$ cat src/rtl/sim_loc_walker_pkg.sv
// rtl/sim_loc_walker_pkg.sv - default frame geometry, cell width and walker state encoding
package sim_loc_walker_pkg;

  localparam int PIXELS_X = 640;
  localparam int PIXELS_Y = 480;
  localparam int X_bits   = 10;
  localparam int Y_bits   = 9;
  localparam int DATA_W   = 8;

  typedef enum logic [1:0] {
    ISSUE = 2'd0,
    DRAIN = 2'd1,
    PARK  = 2'd2
  } walker_state_t;

endpackage

$ cat src/rtl/sim_loc_walker_loc_delay_line.sv
// rtl/sim_loc_walker_loc_delay_line.sv - RD_LAT-deep valid/x/y shift register with synchronous clear
module loc_delay_line #(
  parameter int RD_LAT = 2,
  parameter int X_bits = 10,
  parameter int Y_bits = 9
) (
  input  logic              clk,
  input  logic              clear,
  input  logic              in_valid,
  input  logic [X_bits-1:0] in_x,
  input  logic [Y_bits-1:0] in_y,
  output logic              out_valid,
  output logic [X_bits-1:0] out_x,
  output logic [Y_bits-1:0] out_y
);

  logic [RD_LAT-1:0] vld;
  logic [X_bits-1:0] xs [RD_LAT];
  logic [Y_bits-1:0] ys [RD_LAT];

  // Never stalls: every read in flight completes RD_LAT cycles later.
  always_ff @(posedge clk) begin
    if (clear) begin
      vld <= '0;
      for (int i = 0; i < RD_LAT; i++) begin
        xs[i] <= '0;
        ys[i] <= '0;
      end
    end else begin
      vld[0] <= in_valid;
      xs[0]  <= in_x;
      ys[0]  <= in_y;
      for (int i = 1; i < RD_LAT; i++) begin
        vld[i] <= vld[i-1];
        xs[i]  <= xs[i-1];
        ys[i]  <= ys[i-1];
      end
    end
  end

  assign out_valid = vld[RD_LAT-1];
  assign out_x     = xs[RD_LAT-1];
  assign out_y     = ys[RD_LAT-1];

endmodule

$ cat src/rtl/sim_loc_walker.sv
// rtl/sim_loc_walker.sv - raster location walker feeding env cache reads and aligned cell output
// Optional SIM_LOC_FRAME_CNT_EN adds a 16-bit frame_count output.
module sim_loc_walker #(
  parameter int PIXELS_X = sim_loc_walker_pkg::PIXELS_X,
  parameter int PIXELS_Y = sim_loc_walker_pkg::PIXELS_Y,
  parameter int X_bits   = sim_loc_walker_pkg::X_bits,
  parameter int Y_bits   = sim_loc_walker_pkg::Y_bits,
  parameter int DATA_W   = sim_loc_walker_pkg::DATA_W,
  parameter int RD_LAT   = 2
) (
  input  logic              newLocClock,
  input  logic              Reset,
  input  logic              hold_locs,
  input  logic              write_flag,
  output logic [X_bits-1:0] readLoc_x,
  output logic [Y_bits-1:0] readLoc_y,
  output logic              read_en,
  input  logic [DATA_W-1:0] env_rd_data,
  output logic [X_bits-1:0] writeLoc_x,
  output logic [Y_bits-1:0] writeLoc_y,
  output logic [DATA_W-1:0] loc_data,
  output logic              loc_valid,
  output logic              write_en,
  output logic              frame_done
`ifdef SIM_LOC_FRAME_CNT_EN
  ,
  output logic [15:0]       frame_count
`endif
);

  import sim_loc_walker_pkg::*;

  localparam int IW = $clog2(RD_LAT + 1);
  localparam logic [X_bits-1:0] X_LAST = X_bits'(PIXELS_X - 1);
  localparam logic [Y_bits-1:0] Y_LAST = Y_bits'(PIXELS_Y - 1);

  walker_state_t     state;
  logic [X_bits-1:0] cnt_x;
  logic [Y_bits-1:0] cnt_y;
  logic [IW-1:0]     in_flight;
  logic              dl_valid;
  logic [X_bits-1:0] dl_x;
  logic [Y_bits-1:0] dl_y;

  assign read_en   = !Reset && (state == ISSUE) && !hold_locs;
  assign readLoc_x = cnt_x;
  assign readLoc_y = cnt_y;
  assign write_en  = loc_valid & write_flag;

  loc_delay_line #(
    .RD_LAT (RD_LAT),
    .X_bits (X_bits),
    .Y_bits (Y_bits)
  ) u_delay_line (
    .clk       (newLocClock),
    .clear     (Reset),
    .in_valid  (read_en),
    .in_x      (cnt_x),
    .in_y      (cnt_y),
    .out_valid (dl_valid),
    .out_x     (dl_x),
    .out_y     (dl_y)
  );

  always_ff @(posedge newLocClock) begin
    if (Reset) begin
      state <= ISSUE;
      cnt_x <= '0;
      cnt_y <= '0;
    end else begin
      case (state)
        ISSUE: begin
          if (read_en) begin
            if (cnt_x == X_LAST) begin
              cnt_x <= '0;
              cnt_y <= (cnt_y == Y_LAST) ? '0 : cnt_y + 1'b1;
            end else begin
              cnt_x <= cnt_x + 1'b1;
            end
            if (cnt_x == X_LAST && cnt_y == Y_LAST) state <= DRAIN;
          end
        end
        DRAIN: begin
          // Park only once the botright cell has left the output register.
          if (in_flight == '0 && !loc_valid) state <= PARK;
        end
        PARK: begin
          if (!hold_locs) begin
            state <= ISSUE;
            cnt_x <= '0;
            cnt_y <= '0;
          end
        end
        default: state <= ISSUE;
      endcase
    end
  end

  always_ff @(posedge newLocClock) begin
    if (Reset) begin
      loc_valid  <= 1'b0;
      frame_done <= 1'b0;
      writeLoc_x <= '0;
      writeLoc_y <= '0;
      loc_data   <= '0;
      in_flight  <= '0;
    end else begin
      loc_valid  <= dl_valid;
      frame_done <= dl_valid && (dl_x == X_LAST) && (dl_y == Y_LAST);
      if (dl_valid) begin
        writeLoc_x <= dl_x;
        writeLoc_y <= dl_y;
        loc_data   <= env_rd_data;
      end
      case ({read_en, dl_valid})
        2'b10:   in_flight <= in_flight + 1'b1;
        2'b01:   in_flight <= in_flight - 1'b1;
        default: in_flight <= in_flight;
      endcase
    end
  end

`ifdef SIM_LOC_FRAME_CNT_EN
  always_ff @(posedge newLocClock) begin
    if (Reset) frame_count <= '0;
    else if (frame_done) frame_count <= frame_count + 1'b1;
  end
`endif

endmodule

$ cat config.mk
export PLATFORM = sky130hd
export DESIGN_NAME = sim_loc_walker
export DESIGN_NICKNAME = d
export VERILOG_FILES = /design/src/rtl/sim_loc_walker_pkg.sv /design/src/rtl/sim_loc_walker_loc_delay_line.sv /design/src/rtl/sim_loc_walker.sv
export SDC_FILE = /design/constraint.sdc
export NUM_CORES = 1
export LEC_CHECK = 0
export ABC_CLOCK_PERIOD_IN_PS = 5600
export BUFFER_PORTS_ARGS = -buffer_cell sky130_fd_sc_hd__buf_2
export CORE_AREA = 2 2 113 88
export CTS_CLUSTER_DIAMETER = 40
export DETAILED_ROUTE_END_ITERATION = 7
export DIE_AREA = 0 0 115 90
export GPL_TIMING_DRIVEN = 0
export SLEW_MARGIN = 0
export SYNTH_ARGS = -nofsm -noshare
export SYNTH_HDL_FRONTEND = slang
export SYNTH_HIERARCHICAL = 1
export SYNTH_SLANG_ARGS = --single-unit
export TNS_END_PERCENT = 5
$ cat constraint.sdc
create_clock -name newLocClock -period 5.6 [get_ports newLocClock]
set_clock_uncertainty 0.1 [all_clocks]
set_input_delay 1.12 -clock newLocClock [delete_from_list [all_inputs] [get_ports newLocClock]]
set_output_delay 1.12 -clock newLocClock [all_outputs]
set_load 0.1 [all_outputs]
==> results.sh, run 1 <==
export IMPL_outcome="complete, no violations"
export IMPL_synth_seq_cells=92
export IMPL_worst_endpoint_required_ps=4380
export IMPL_start_util=0.3870
export IMPL_clkSinkCount=92
export IMPL_grt_total_usage=0.1453
export IMPL_grt_pass1_wl_um=11710
export IMPL_swShare=0.2267
export IMPL_power_share_sequential=0.500
export IMPL_synth_nets=361
export IMPL_detail_route_antenna_nets=0
export IMPL_comb_power_share=0.050
export IMPL_drt_vias_per_instance=4.670
export IMPL_std_cell_rows=31
export IMPL_syn_area_per_cell_um2=10.41
export IMPL_p_switching_uw=300.8
export IMPL_cts_htree_levels=3
export IMPL_vias=2508
export IMPL_grt_pass1_vias=2281
export IMPL_die_w_um=115
export IMPL_io_pins=62
export IMPL_criticalPathCategory="primary input to primary output"
export IMPL_holdWs_ps=336.8
export IMPL_syn_inst=346
export IMPL_p_clk_frac=0.450
export IMPL_drv_cap=0
export IMPL_cts_resized=0
export IMPL_ys_warn_count=6
export IMPL_final_setup_tns_ps=0
export IMPL_hold_viol=0
export IMPL_peakVddDrop_uv=140.1
export IMPL_place_gp_congestion=0.7536
export IMPL_startpoint_type="primary input"
export IMPL_drive_above_1_share=0.3412
export IMPL_worstMarginPinSlew_ps=589.8
export IMPL_rsz0062_at_grt="false"
export IMPL_fin_area_um2=4339
export IMPL_num_antenna_cells=0
export IMPL_gr_total_overflow=0
export IMPL_final_util=0.4661
export IMPL_finalCriticalPeriod_ps=3705
export IMPL_clock_path_buffers=2
export IMPL_cp_arrival_ps=2490
export IMPL_nets=432
export IMPL_die_area_um2=10350
export IMPL_clock_latency_ps=340
export IMPL_placed_area_um2=4046
export IMPL_multi_input_area_um2=1506
export IMPL_drc=0
export IMPL_setup_viol=0
export IMPL_total_power_mw=1.326
export IMPL_grt_max_degree=16
export IMPL_leakage_nw=1.769
export IMPL_wl_per_cell_um=13.43
export IMPL_drt_iter0_drc=106
export IMPL_cts_setup_buffers=0
export IMPL_timing_fmax_mhz=269.9
export IMPL_wl_um=7213
export IMPL_synth_edff_count=0
export IMPL_slew_violations=0
export IMPL_clkTransAtPathRegs_ps=60
export IMPL_syn2layout_area_growth_pct=20.46
export IMPL_cts_buffers=9
export IMPL_coreArea_um2=9309
export IMPL_ys_seq_area_frac=0.5113
export IMPL_p_int_mw=1.026
export IMPL_worst_path_max_fanout=10
export IMPL_holdBufCountCts=0
export IMPL_tritoncts="yes"
export IMPL_synth_ff_type="dfxtp_1"
export IMPL_hp_class="flop to flop"
export IMPL_antenna_found_initial=0
export IMPL_syn_area_um2=3602
export IMPL_port_buffers=60
export IMPL_die_y_um=90
export IMPL_fillers=910
export IMPL_cts_root_buf="clkbuf_16"
export IMPL_synth_cell_type_count=52
export IMPL_maxSlewHeadroom=0.6068
export IMPL_synth_async_reset_ratio=0
export IMPL_fin_crit_sh=0.6617
export IMPL_endpoint_kind="primary output"
export IMPL_ff_latch_area_um2=1842
export IMPL_firstDrtPassIters=4
export IMPL_hpwlAfterDp_um=5152
export IMPL_p_per_area_nw_per_um2=305.7
## final timing paths
check | start | to | slack (ps) | cells past startpoint
worst max-delay path | Reset | read_en | 1890 | 6
worst min-delay path | u_delay_line/xs[0][4]$_SDFF_PP0_ | u_delay_line/xs[0][14]$_SDFF_PP0_ | 340 | 1
worst max register to register | readLoc_y[0]$_SDFFE_PP0P_ | readLoc_y[6]$_SDFFE_PP0P_ | 3750 | 5
worst min register to register | u_delay_line/xs[0][4]$_SDFF_PP0_ | u_delay_line/xs[0][14]$_SDFF_PP0_ | 340 | 1
## synthesized netlist by cell type, drive strengths merged, types with 2 or more instances
| cell | number | area, um2 |
|---|---|---|
| xnor2 | 3 | 26.28 |
| o311ai | 2 | 17.52 |
| and3 | 4 | 25.02 |
| nand3 | 6 | 35.03 |
| mux2i | 26 | 260.3 |
| nand4b | 2 | 17.52 |
| a211oi | 3 | 22.52 |
| o32ai | 2 | 17.52 |
| clkbuf | 8 | 45.04 |
| and2 | 4 | 25.02 |
| inv | 7 | 26.28 |
| nand4 | 12 | 96.34 |
| nor4 | 3 | 18.77 |
| dfxtp | 92 | 1842 |
| nand2b | 2 | 20.02 |
| ha | 3 | 37.54 |
| nor2 | 41 | 161.4 |
| or3 | 4 | 25.02 |
| a21oi | 8 | 40.04 |
| buf | 26 | 182.7 |
| o21ai | 9 | 45.04 |
| nor3 | 2 | 10.01 |
| a31oi | 2 | 42.54 |
| nand2 | 15 | 58.81 |
| xor2 | 6 | 52.55 |
| nor2b | 41 | 331.6 |
## flip-flops by register name (all words and copies together), names as in the netlist
| name | count |
|---|---|
| u_delay_line/xs | 20 |
| u_delay_line/ys | 18 |
| readLoc_x | 10 |
| writeLoc_x | 10 |
| readLoc_y | 9 |
| writeLoc_y | 9 |
| loc_data | 8 |
| in_flight | 2 |
| state | 2 |
| u_delay_line/vld | 2 |
| frame_done | 1 |
| loc_valid | 1 |
## through the flow
stage	setup WS [ps]	cells
2_1_floorplan	2117	346
3_3_place_gp	1906	521
3_5_place_dp	1875	521
4_1_cts	1871	537
5_1_grt	1740	537
6_report	1895	537
## layer usage
layer / GRT usage / vias to the layer above / routed length, um
met5: 0 / - / 0
met1: 0.2154 / 1128 / 3802
met4: 0.04518 / 0 / 98
li1: - / 1301 / -
met2: 0.1975 / 68 / 2903
met3: 0.04720 / 11 / 408
## critical path, stage by stage
cell and delay [ps]:
clkbuf_1 310, clkbuf_1 510, nor2_1 80, nand2_1 110
inv_1 60, buf_2 290
## power groups by stage
stage | Combinational, mW | Sequential [mW] | Clock (mW)
after floorplan | 0.0351 | 0.694 | 0
after global placement | 0.0661 | 0.678 | 0
after detailed placement | 0.0672 | 0.678 | 0
after CTS | 0.0674 | 0.663 | 0.614
after global routing | 0.0716 | 0.664 | 0.645
final | 0.0664 | 0.664 | 0.596
## final cells by class
cell class | count | share of cell area
plain buffers | 34 | 0.05248
clock buffers | 11 | 0.05363
clock inverters | 5 | 0.01384
inverters | 7 | 0.006055
multi-input cells | 213 | 0.3472
flip-flops and latches | 92 | 0.4245
well taps | 115 | 0.03316
repair buffers | 60 | 0.06920
## placed cells by master, fill, tap and decap left out, types with 3 or more instances in the layout
cell type	count
buf_4	19
and3_1	4
buf_2	65
nand3_1	5
nor2b_2	30
clkbuf_16	9
a21oi_1	8
nor2b_1	11
or3_1	4
clkbuf_4	4
ha_1	3
nand2_1	14
and2_1	4
mux2i_1	26
xnor2_1	3
clkbuf_1	6
xor2_1	6
inv_1	7
a211oi_1	3
dfxtp_1	92
nand4_1	10
o21ai_0	7
nor4_1	3
nor2_1	40
## cell families (layout without fill, tap and decap cells)
logic type                 after synthesis  count (layout)  synth area share
AOI/OAI and AO/OA                       34              34           0.07156
adders and majority gates                3               3           0.01042
muxes                                   26              26           0.07225
and+or+nand+nor                        141             141            0.2421
buffers and inverters                   41             117           0.07051
xor gates and xnor gates                 9               9           0.02188
DFF                                     92              92            0.5113
Power figures use the tool's default switching activity.
==> run 2: changes to the inputs <==
--- a/config.mk
+++ b/config.mk
@@ -5,12 +5,13 @@
 export SDC_FILE = /design/constraint.sdc
 export NUM_CORES = 1
 export LEC_CHECK = 0
-export ABC_CLOCK_PERIOD_IN_PS = 5600
+export ABC_AREA = 1
+export ABC_CLOCK_PERIOD_IN_PS = 3700
 export BUFFER_PORTS_ARGS = -buffer_cell sky130_fd_sc_hd__buf_2
-export CORE_AREA = 2 2 113 88
+export CORE_AREA = 2 2 114 89
 export CTS_CLUSTER_DIAMETER = 40
 export DETAILED_ROUTE_END_ITERATION = 7
-export DIE_AREA = 0 0 115 90
+export DIE_AREA = 0 0 116 91
 export GPL_TIMING_DRIVEN = 0
 export SLEW_MARGIN = 0
 export SYNTH_ARGS = -nofsm -noshare
==> constraint.sdc (replaced) <==
create_clock -name newLocClock -period 3.7 [get_ports newLocClock]
set_clock_uncertainty 0.1 [all_clocks]
set_input_delay 0.74 -clock newLocClock [delete_from_list [all_inputs] [get_ports newLocClock]]
set_output_delay 0.74 -clock newLocClock [all_outputs]
set_load 0.1 [all_outputs]
==> results.sh, run 2 <==
export IMPL_final_util=0.4741
export IMPL_r2r_slack_ps=2030
export IMPL_fillers=984
export IMPL_p_int_mw=1.614
export IMPL_firstDrtPassIters=4
export IMPL_holdBufCountCts=0
export IMPL_outcome="complete, no violations"
export IMPL_endpoint_kind="primary output"
export IMPL_synth_largest_area_cell="dfxtp_1"
export IMPL_synth_cell_type_count=33
export IMPL_syn_area_um2=3677
export IMPL_hpwlAfterDp_um=5578
export IMPL_p_switching_uw=586.3
export IMPL_maxSlewHeadroom=0.6699
export IMPL_synth_edff_count=0
export IMPL_drt_vias_per_instance=4.221
export IMPL_gr_total_overflow=0
export IMPL_synth_nets=494
export IMPL_finalCriticalPeriod_ps=2654
export IMPL_place_gp_congestion=0.8148
export IMPL_r2r_end="readLoc_y[8]$_SDFFE_PP0P_"
export IMPL_setup_viol=0
export IMPL_nets=565
export IMPL_clkSinkCount=92
export IMPL_fin_area_um2=4451
export IMPL_clkTransAtPathRegs_ps=60
export IMPL_num_antenna_cells=0
export IMPL_power_share_sequential=0.466
export IMPL_hp_class="flop to flop"
export IMPL_finalNonFillerCells=687
export IMPL_synth_common_cells="nor2_1, dfxtp_1, inv_1"
export IMPL_synth_async_reset_ratio=0
export IMPL_top_regs="u_delay_line/xs: 20 flops, u_delay_line/ys: 18 flops"
export IMPL_peakVddDrop_uv=237.6
export IMPL_placed_cells=671
export IMPL_drt_iter0_drc=144
export IMPL_mostFrequentLayoutCell="nor2_1"
export IMPL_leakage_nw=2.103
export IMPL_holdWs_ps=294.3
export IMPL_placed_area_um2=4143
export IMPL_synth_ff_type="dfxtp_1"
export IMPL_die_area_um2=10560
export IMPL_slew_violations=0
export IMPL_cts_resized=0
export IMPL_layout_setup_ws_ps=1046
export IMPL_p_clk_frac=0.420
export IMPL_ys_seq_area_frac=0.5009
export IMPL_syn_area_per_cell_um2=7.677
export IMPL_synth_most_common_cell="nor2_1"
export IMPL_rsz0062_at_grt="false"
export IMPL_vias=2900
export IMPL_ys_warn_count=6
export IMPL_largest_reg_flops=20
export IMPL_criticalPathCategory="primary input to primary output"
export IMPL_grt_pass1_wl_um=12230
export IMPL_mostFrequentLayoutCells="nor2_1, dfxtp_1, inv_1, nand2_1, buf_2"
export IMPL_grt_total_usage=0.1460
export IMPL_total_power_mw=2.201
export IMPL_cp_arrival_ps=1810
export IMPL_reg2reg_depth=10
export IMPL_worst_path_max_fanout=9
export IMPL_detail_route_antenna_nets=0
export IMPL_synth_seq_cells=92
export IMPL_rr_startpoint="readLoc_x[0]$_SDFFE_PP0P_"
export IMPL_wl_um=7419
export IMPL_comb_power_share=0.114
export IMPL_die_y_um=91
export IMPL_syn_inst=479
export IMPL_wl_per_cell_um=10.80
export IMPL_preCtsSetupSlack_ps=1022
export IMPL_drc=0
export IMPL_port_buffers=60
export IMPL_hp_start="u_delay_line/ys[0][6]$_SDFF_PP0_"
export IMPL_swShare=0.2664
export IMPL_timing_fmax_mhz=376.8
export IMPL_clock_latency_ps=330
export IMPL_netlist_area_leader_share=0.5009
export IMPL_ys_top_cells_by_area="dfxtp_1, nor2_1, inv_1"
export IMPL_cts_buffers=9
export IMPL_min_to="u_delay_line/ys[0][15]$_SDFF_PP0_"
export IMPL_io_pins=62
export IMPL_final_setup_tns_ps=0
export IMPL_top_register="u_delay_line/xs"
export IMPL_cts_root_buf="clkbuf_16"
export IMPL_die_w_um=116
export IMPL_coreArea_um2=9387
export IMPL_startpoint_type="primary input"
export IMPL_worstMarginPinSlew_ps=498.6
export IMPL_antenna_found_initial=0
export IMPL_fin_crit_sh=0.7174
export IMPL_grt_max_degree=17
export IMPL_drive_above_1_share=0.2270
export IMPL_cts_setup_buffers=0
export IMPL_hold_viol=0
export IMPL_hold_path_depth=2
export IMPL_syn2layout_area_growth_pct=21.03
export IMPL_cts_htree_levels=3
export IMPL_grt_pass1_vias=2583
export IMPL_drv_cap=0
export IMPL_tritoncts="yes"
export IMPL_std_cell_rows=31
export IMPL_start_util=0.3918
export IMPL_worst_endpoint_required_ps=2860
export IMPL_clock_path_buffers=2
export IMPL_p_per_area_nw_per_um2=494.5
==> run 2: cell count changes in the layout (fill, tap and decap cells not counted), moves of 5 or more <==
cell     before  now
nor2_1       40  120
inv_1         7   69
nor2b_2      30    0
buf_6         1    6
nand3_1       5   19
nor2b_1      11    0
mux2i_1      26    0
o21ai_0       7   31
nand2_1      14   62
==> run 2: worst max path at each step <==
stage                   end  slack [ps]  depth (start not counted)  start
floorplan           read_en        1100                          4  Reset
global placement    read_en        1020                          5  Reset
detailed placement  read_en        1020                          5  Reset
CTS                 read_en        1020                          5  Reset
global route        read_en         960                          5  Reset
finish              read_en        1050                          5  Reset
==> run 2: area by class of cell <==
cell class | count | area (um2) | area share
Clock buffer | 10 | 239.0 | 0.05370
Multi-Input combinational cell | 279 | 1289 | 0.2896
Tap cell | 132 | 165.2 | 0.03711
Clock inverter | 6 | 68.82 | 0.01546
Inverter | 74 | 282.8 | 0.06354
Sequential cell | 92 | 1842 | 0.4138
Timing Repair Buffer | 60 | 300.3 | 0.06747
Buffer | 34 | 264.0 | 0.05932
==> run 2: worst max-delay path, cell delays in order <==
cell	delay, ps
buf_6	120
inv_1	210
nand3_1	180
inv_1	120
buf_2	430
==> run 2: kinds of logic (layout without fill, tap and decap cells) <==
| family | after synthesis | count (layout) | share of synthesized area |
|---|---|---|---|
| adders and majority gates | 3 | 3 | 0.01021 |
| xor gates and xnor gates | 5 | 5 | 0.01191 |
| buffers and inverters | 108 | 184 | 0.1487 |
| and+or+nand+nor | 227 | 227 | 0.2664 |
| AOI/OAI and AO/OA | 44 | 44 | 0.06193 |
| DFF | 92 | 92 | 0.5009 |
==> run 2: power groups by stage <==
stage          Sequential, mW  Clock, mW  Combinational [mW]
2_1_floorplan            1.15          0               0.107
3_3_place_gp             1.05          0               0.250
3_5_place_dp             1.05          0               0.252
4_1_cts                  1.03      0.952               0.252
5_1_grt                  1.03      0.991               0.271
6_report                 1.03      0.924               0.250
==> run 2: per-layer routing <==
layer  routed length [um]  vias up  track usage
met5                    0        -            0
met4                   59        0      0.04067
met3                  627        6      0.05274
met2                 2905       83       0.2027
met1                 3827     1234       0.2116
li1                     -     1577            -
